## config.mk

```make
export PLATFORM = sky130hd
export DESIGN_NAME = prover_compute_h_parcollect
export DESIGN_NICKNAME = d
export VERILOG_FILES = /design/src/rtl/prover_compute_h_pkg.sv /design/src/rtl/prover_compute_h_parcollect.sv
export SDC_FILE = /design/constraint.sdc
export NUM_CORES = 1
export LEC_CHECK = 0
export ABC_AREA = 0
export BUFFER_PORTS_ARGS = -buffer_cell sky130_fd_sc_hd__buf_2
export CAP_MARGIN = 20
export CORE_AREA = 3 3 113 115
export CTS_CLUSTER_DIAMETER = 30
export CTS_CLUSTER_SIZE = 24
export DETAILED_ROUTE_END_ITERATION = 16
export DIE_AREA = 0 0 116 118
export PLACE_DENSITY = 0.67
export SLEW_MARGIN = 20
export SYNTH_ARGS = -nofsm -noshare
export SYNTH_HDL_FRONTEND = slang
export SYNTH_SLANG_ARGS = --single-unit
```

## constraint.sdc

```tcl
create_clock -name clk -period 1.9 [get_ports clk]
set_input_delay 0.19 -clock clk [delete_from_list [all_inputs] [get_ports clk]]
set_output_delay 0.19 -clock clk [all_outputs]
set_load 0.05 [all_outputs]
```

## src/rtl/prover_compute_h_pkg.sv

```systemverilog
// Shared types for the compute_h collector blocks: collector state enum and field element type.
// The field width comes from the field arithmetic define `F_NBITS (61-bit Mersenne field if not set).
`ifndef F_NBITS
`define F_NBITS 61
`endif

package prover_compute_h_pkg;

  typedef enum logic [1:0] {
    ST_IDLE    = 2'd0,
    ST_COLLECT = 2'd1,
    ST_DONE    = 2'd2
  } parcollect_state_t;

  typedef logic [`F_NBITS-1:0] felem_t;

endpackage

```

## src/rtl/prover_compute_h_parcollect.sv

```systemverilog
// Collects nOutputs multiplier results into a register array, one slot per accepted val_valid.
// Optional macro PROVER_COMPUTE_H_PARCOLLECT_CLEAR_EN: an accepted en also zeroes every slot.
module prover_compute_h_parcollect
  import prover_compute_h_pkg::*;
#(
  parameter int nOutputs   = 2,
  parameter int nCountBits = $clog2(nOutputs)
) (
  input  logic                  clk,
  input  logic                  rstb,
  input  logic                  en,
  input  logic [`F_NBITS-1:0]   val_in,
  input  logic                  val_valid,
  output logic [nCountBits-1:0] count_out,
  output logic [`F_NBITS-1:0]   vals_out [nOutputs],
  output logic                  ready,
  output logic                  ready_pulse
);

  if (nOutputs < 2) begin : g_chk_outputs
    $error("prover_compute_h_parcollect: nOutputs must be at least 2");
  end
  if (nCountBits != $clog2(nOutputs)) begin : g_chk_countbits
    $error("prover_compute_h_parcollect: nCountBits is derived from nOutputs and must not be overridden");
  end

  localparam logic [nCountBits-1:0] LAST = nCountBits'(nOutputs - 1);

  parcollect_state_t     r_state;
  parcollect_state_t     w_next_state;
  logic [nCountBits-1:0] r_count;
  felem_t                r_vals [nOutputs];
  logic                  w_start;
  logic                  w_write;

  always_ff @(posedge clk or negedge rstb) begin
    if (!rstb) r_state <= ST_IDLE;
    else       r_state <= w_next_state;
  end

  always_comb begin
    w_next_state = r_state;
    unique case (r_state)
      ST_IDLE:    if (en) w_next_state = ST_COLLECT;
      ST_COLLECT: if (val_valid && (r_count == LAST)) w_next_state = ST_DONE;
      ST_DONE:    w_next_state = ST_IDLE;
      default:    w_next_state = ST_IDLE;
    endcase
  end

  always_comb begin
    ready       = (r_state == ST_IDLE);
    ready_pulse = (r_state == ST_DONE);
    w_start     = (r_state == ST_IDLE) && en;
    w_write     = (r_state == ST_COLLECT) && val_valid;
  end

  // Slot index wraps to 0 on the final write so it never exceeds nOutputs-1.
  always_ff @(posedge clk or negedge rstb) begin
    if (!rstb) begin
      r_count <= '0;
    end else if (w_start) begin
      r_count <= '0;
    end else if (w_write) begin
      r_count <= (r_count == LAST) ? '0 : r_count + nCountBits'(1);
    end
  end

  always_ff @(posedge clk or negedge rstb) begin
    if (!rstb) begin
      for (int i = 0; i < nOutputs; i++) r_vals[i] <= '0;
    end else begin
`ifdef PROVER_COMPUTE_H_PARCOLLECT_CLEAR_EN
      if (w_start) begin
        for (int i = 0; i < nOutputs; i++) r_vals[i] <= '0;
      end
`endif
      for (int i = 0; i < nOutputs; i++) begin
        if (w_write && (r_count == nCountBits'(i))) r_vals[i] <= val_in;
      end
    end
  end

  assign count_out = r_count;
  assign vals_out  = r_vals;

endmodule

```

---- Word level (Yosys, flattened, before mapping) ----
Cells that the tools add are included.
word-level totals
  bits in registers ....................... 125
  input bits .............................. 65
  output and inout bits ................... 125
  logic and storage cells ................. 24
cells by class
  add/sub/neg operators ................... 1
  equal/unequal tests ..................... 4
  mux-type cells .......................... 6
  bitwise operators ....................... 1
  reduce and logical (&&, ||, !) cells .... 8
operator list
  operator                                                               number
  1-bit logical AND                                                      5
  2-bit 2-to-1 mux                                                       2
  2-bit != test, second input constant                                   2
  2-bit case mux with 2 select lines                                     1
  1-bit 2-to-1 mux                                                       3
  2-bit by 1-bit equality test with 1-bit output, second input constant  1
  2-bit equality test, second input constant                             1
  2-bit zero test                                                        1
  2-bit AND reduction                                                    1
  2-bit nonzero test                                                     1
  1-bit adder, second input constant                                     1
  1-bit NOT                                                              1

---- Depth between registers and ports, before layout ----
  depth after elaboration ................. 4
  mapped depth ............................ 4
  mapped depth without buffers ............ 2

---- Worst setup path after synthesis ----
Ideal clock, no wire load.
  path kind ............................... flip-flop to flip-flop
  from .................................... register r_count (netlist: count_out)
  to ...................................... register r_vals, in the netlist vals_out[101]
  library setup time ...................... 0.125 ns
  arrival time ............................ 1.558 ns
  required time ........................... 1.775 ns
  path slack .............................. 0.218 ns
  stages on the path, launching flop included .. 5
  period minus slack after synthesis ...... 1.682 ns
  cell sequence ........................... dfrtp_1 and4bb_2 buf_6 buf_6 mux2_2
between the ends
  longest elaborated chain between the ends .. 2
RTL lines
  what                           RTL line                           text
  start, declared                prover_compute_h_parcollect.sv:31  logic [nCountBits-1:0] r_count;
  start signal, assigned         prover_compute_h_parcollect.sv:65  r_count <= (r_count == LAST) ? '0 : r_count + nCountBits'(1);
  1-bit NOT                      prover_compute_h_parcollect.sv:79  if (w_write && (r_count == nCountBits'(i))) r_vals[i] <= val_in;
  1-bit logical AND              prover_compute_h_parcollect.sv:79
  end signal, assigned by index  prover_compute_h_parcollect.sv:79
  end, declared                  prover_compute_h_parcollect.sv:32  felem_t r_vals [nOutputs];
No other way between the ends.
A chain may end at the register's enable or synchronous reset.

---- Worst setup path after layout ----
  from .................................... register r_state[0]
  to ...................................... register r_vals, in the netlist vals_out[10]
between the ends
  longest elaborated chain between the ends .. 3
RTL lines
  what                                            RTL line                           text
  start, declared                                 prover_compute_h_parcollect.sv:29  parcollect_state_t r_state;
  start signal, assigned                          prover_compute_h_parcollect.sv:38  else r_state <= w_next_state;
  2-bit by 1-bit equality test with 1-bit output  prover_compute_h_parcollect.sv:55  w_write = (r_state == ST_COLLECT) && val_valid;
  1-bit logical AND                               prover_compute_h_parcollect.sv:55
  1-bit logical AND                               prover_compute_h_parcollect.sv:79
No other way between the ends.

==> impl_metrics.xml <==
<?xml version="1.0" encoding="UTF-8"?>
<metrics>
  <group name="critical_path">
    <metric name="crit_path_start_kind" unit="">flop</metric>
    <metric name="critical_path_start_end_classification" unit="">reg -&gt; reg</metric>
    <metric name="crit_path_max_fanout" unit="">18</metric>
    <metric name="worst_ep_required_time" unit="ps">2190</metric>
    <metric name="crit_path_end_kind" unit="">flop</metric>
    <metric name="ff2ff_setup_slack" unit="ps">270</metric>
    <metric name="worst_ep_arrival_time" unit="ps">1920</metric>
  </group>
  <group name="global_route">
    <metric name="total_global_routing_track_utilization" unit="">0.1521</metric>
    <metric name="grt_pass1_wl" unit="mm">15.99</metric>
    <metric name="number_of_global_route_vias_before_repair" unit="">3175</metric>
    <metric name="antenna_violations_before_repair" unit="">0</metric>
    <metric name="gr-total-overflow" unit="">0</metric>
    <metric name="maximum_number_of_pins_on_one_net_before_global_route_repair" unit="">57</metric>
  </group>
  <group name="placed_design">
    <metric name="gp_congestion" unit="">0.7249</metric>
    <metric name="buffer_ports.inserted" unit="">189</metric>
    <metric name="detailedPlacementHpwl" unit="mm">7.127</metric>
  </group>
  <group name="clock_tree">
    <metric name="clkSlewWorstSetupHoldPaths" unit="ps">50</metric>
    <metric name="clock_tree.root_cell" unit="">sky130_fd_sc_hd__clkbuf_16</metric>
    <metric name="cts-htree-levels" unit="">4</metric>
    <metric name="clock_tree_from_tritoncts" unit="">yes</metric>
    <metric name="clock-sinks" unit="">125</metric>
    <metric name="post_cts_setup_buffer_count" unit="">0</metric>
    <metric name="clk_path_buf_depth" unit="">2</metric>
    <metric name="number_of_cts_inserted_buffers" unit="">17</metric>
    <metric name="worst_skew_pair.late_latency" unit="ps">410</metric>
    <metric name="post_cts.resized_instances" unit="">0</metric>
  </group>
  <group name="route">
    <metric name="drt.antenna.violating_nets" unit="">0</metric>
    <metric name="drcViolationCount" unit="">0</metric>
    <metric name="wl" unit="mm">10.05</metric>
    <metric name="drt_first_pass_iters" unit="">4</metric>
    <metric name="via_count" unit="">2986</metric>
    <metric name="post_drt_wl_per_cell" unit="um">15.90</metric>
    <metric name="via_per_inst" unit="">4.725</metric>
    <metric name="detailedRoute.firstIterationViolations" unit="">137</metric>
  </group>
  <group name="synth">
    <metric name="synth-seq-area-share" unit="">0.6679</metric>
    <metric name="synth_area_per_cell" unit="sq um">17.41</metric>
    <metric name="syn_area" unit="sq mm">0.004683</metric>
    <metric name="synth.ff_latch_count" unit="">125</metric>
    <metric name="synth_fp_nets" unit="">334</metric>
    <metric name="syn_inst" unit="">269</metric>
    <metric name="synth-warning-count" unit="">0</metric>
    <metric name="post_synth_num_cell_types" unit="">13</metric>
  </group>
  <group name="cells_and_area">
    <metric name="layout-drive-gt1-share" unit="">0.7155</metric>
    <metric name="syn_to_final_growth" unit="%">38.04</metric>
    <metric name="layout.nets" unit="">537</metric>
    <metric name="fill_cells" unit="">1006</metric>
    <metric name="insertedDiodeCount" unit="">0</metric>
  </group>
  <group name="timing">
    <metric name="unrepaired_setup_endpoints_after_global_routing" unit="">false</metric>
    <metric name="layout_min_cycle_time" unit="ps">1630</metric>
    <metric name="finalHoldViolCount" unit="">0</metric>
    <metric name="fmax" unit="MHz">613.3</metric>
    <metric name="max_slew.worst_pin.slew" unit="ps">462.1</metric>
    <metric name="maxSlewHeadroom" unit="">0.6914</metric>
    <metric name="setup-tns-final" unit="ps">0</metric>
    <metric name="finalCritPeriodShare" unit="">0.8581</metric>
    <metric name="fin_max_slew_vios" unit="">0</metric>
    <metric name="timing.final.setup_violations" unit="">0</metric>
    <metric name="clock_skew" unit="ps">10.13</metric>
  </group>
  <group name="die">
    <metric name="core-area" unit="sq mm">0.01191</metric>
    <metric name="die-area" unit="sq mm">0.01369</metric>
    <metric name="fp-row-count" unit="">40</metric>
    <metric name="chipHeight" unit="um">118</metric>
    <metric name="io_pins" unit="">190</metric>
    <metric name="start_util" unit="">0.3932</metric>
    <metric name="fp.dieW" unit="um">116</metric>
  </group>
  <group name="status">
    <metric name="outcome" unit="">finished, final reports clean</metric>
  </group>
  <group name="hold_path">
    <metric name="hold_path.class" unit="">in -&gt; reg</metric>
  </group>
  <group name="job">
    <metric name="timing.max_cap.violations" unit="">0</metric>
  </group>
</metrics>
==> flip-flops by register name (all words and copies together), names as in the netlist <==
register and count:
count_out 1, vals_out 122, r_state 2
==> placed cells by master, fill, tap and decap left out, types with 3 or more instances in the layout <==
cell type	count
sky130_fd_sc_hd__buf_12	7
sky130_fd_sc_hd__clkinv_2	4
sky130_fd_sc_hd__bufinv_16	3
sky130_fd_sc_hd__clkbuf_8	3
sky130_fd_sc_hd__clkbuf_16	17
sky130_fd_sc_hd__dfrtp_1	125
sky130_fd_sc_hd__clkbuf_1	5
sky130_fd_sc_hd__mux2_2	122
sky130_fd_sc_hd__buf_2	188
==> cell usage after synthesis <==
| cell type | n | share of area |
|---|---|---|
| sky130_fd_sc_hd__and4bb_2 | 1 | 0.0027 |
| sky130_fd_sc_hd__nand4b_2 | 1 | 0.0032 |
| sky130_fd_sc_hd__inv_1 | 1 | 0.00080 |
| sky130_fd_sc_hd__buf_2 | 6 | 0.0064 |
| sky130_fd_sc_hd__dfrtp_1 | 125 | 0.67 |
| sky130_fd_sc_hd__a211o_1 | 1 | 0.0019 |
| sky130_fd_sc_hd__mux2_2 | 122 | 0.29 |
| sky130_fd_sc_hd__and3b_1 | 1 | 0.0019 |
| sky130_fd_sc_hd__a31oi_1 | 1 | 0.0013 |
| sky130_fd_sc_hd__nor2_1 | 1 | 0.00080 |
| sky130_fd_sc_hd__nor2b_1 | 1 | 0.0013 |
| sky130_fd_sc_hd__o21bai_1 | 1 | 0.0016 |
| sky130_fd_sc_hd__buf_6 | 7 | 0.017 |
==> per-stage QoR <==
stage | setup slack, ps | hold slack (ps) | instances | util | instance area (sq um)
6_report | 269.5 | 22.85 | 632 | 0.5428 | 6465
5_1_grt | 161.7 | 5.707 | 632 | 0.5428 | 6465
4_1_cts | 238.3 | 2.005 | 632 | 0.5428 | 6465
3_5_place_dp | 260.3 | 128.1 | 599 | 0.4919 | 5859
3_3_place_gp | 284.7 | 126.4 | 599 | 0.4919 | 5859
2_1_floorplan | 217.6 | -105.6 | 269 | - | 4683
==> final timing paths <==
path,from,end,cells past startpoint
min,val_in[8],vals_out[8]$_DFFE_PN0P_,2
min in group asynchronous,rstb,vals_out[17]$_DFFE_PN0P_,2
min reg2reg,vals_out[17]$_DFFE_PN0P_,vals_out[17]$_DFFE_PN0P_,1
max in group asynchronous,rstb,vals_out[42]$_DFFE_PN0P_,3
max reg2reg,r_state[0]$_DFFE_PN0P_,vals_out[10]$_DFFE_PN0P_,3
max,r_state[0]$_DFFE_PN0P_,vals_out[10]$_DFFE_PN0P_,3
==> cell families (layout without fill, tap and decap cells) <==
logic type / after synthesis / in the layout / share of synthesized area
AND/OR/NAND/NOR: 5 / 5 / 0.009884
flip-flops: 125 / 125 / 0.6679
buffers and inverters: 14 / 230 / 0.02405
AO/OA/AOI/OAI: 3 / 3 / 0.004811
multiplexers: 122 / 122 / 0.2933
==> cell type report <==
type	count	area (sq um)	area share
multi-input combinational	130	1455	0.2251
inverter	1	3.754	0.0005806
clock buffer	25	485.5	0.07509
clock inverter	7	110.1	0.01703
tap	147	183.9	0.02845
timing repair buffer	197	1099	0.1699
sequential	125	3128	0.4838
==> worst max-delay path: stages (launching register included) <==
cell	delay, ps
sky130_fd_sc_hd__dfrtp_1	470
sky130_fd_sc_hd__nand4b_4	420
sky130_fd_sc_hd__buf_12	320
sky130_fd_sc_hd__mux2_2	280
==> layer usage <==
metal | wire length [um] | part of all wire | GRT usage
met1 | 4157 | 0.41 | 0.1800
met2 | 4851 | 0.48 | 0.2385
met3 | 841 | 0.084 | 0.06684
met4 | 200 | 0.020 | 0.06599
met5 | 0 | 0 | 0
==> what timing repair did <==
item / 4_1_cts / 5_1_grt
endpoints found under the setup margin: 0 / 0
hold endpoints to repair: 24 / 0
hold buffers: 1 / 0
Power is left out: the tool's default activity adds up to more than one toggle a clock period on the data nets, which glitch-free logic cannot reach.
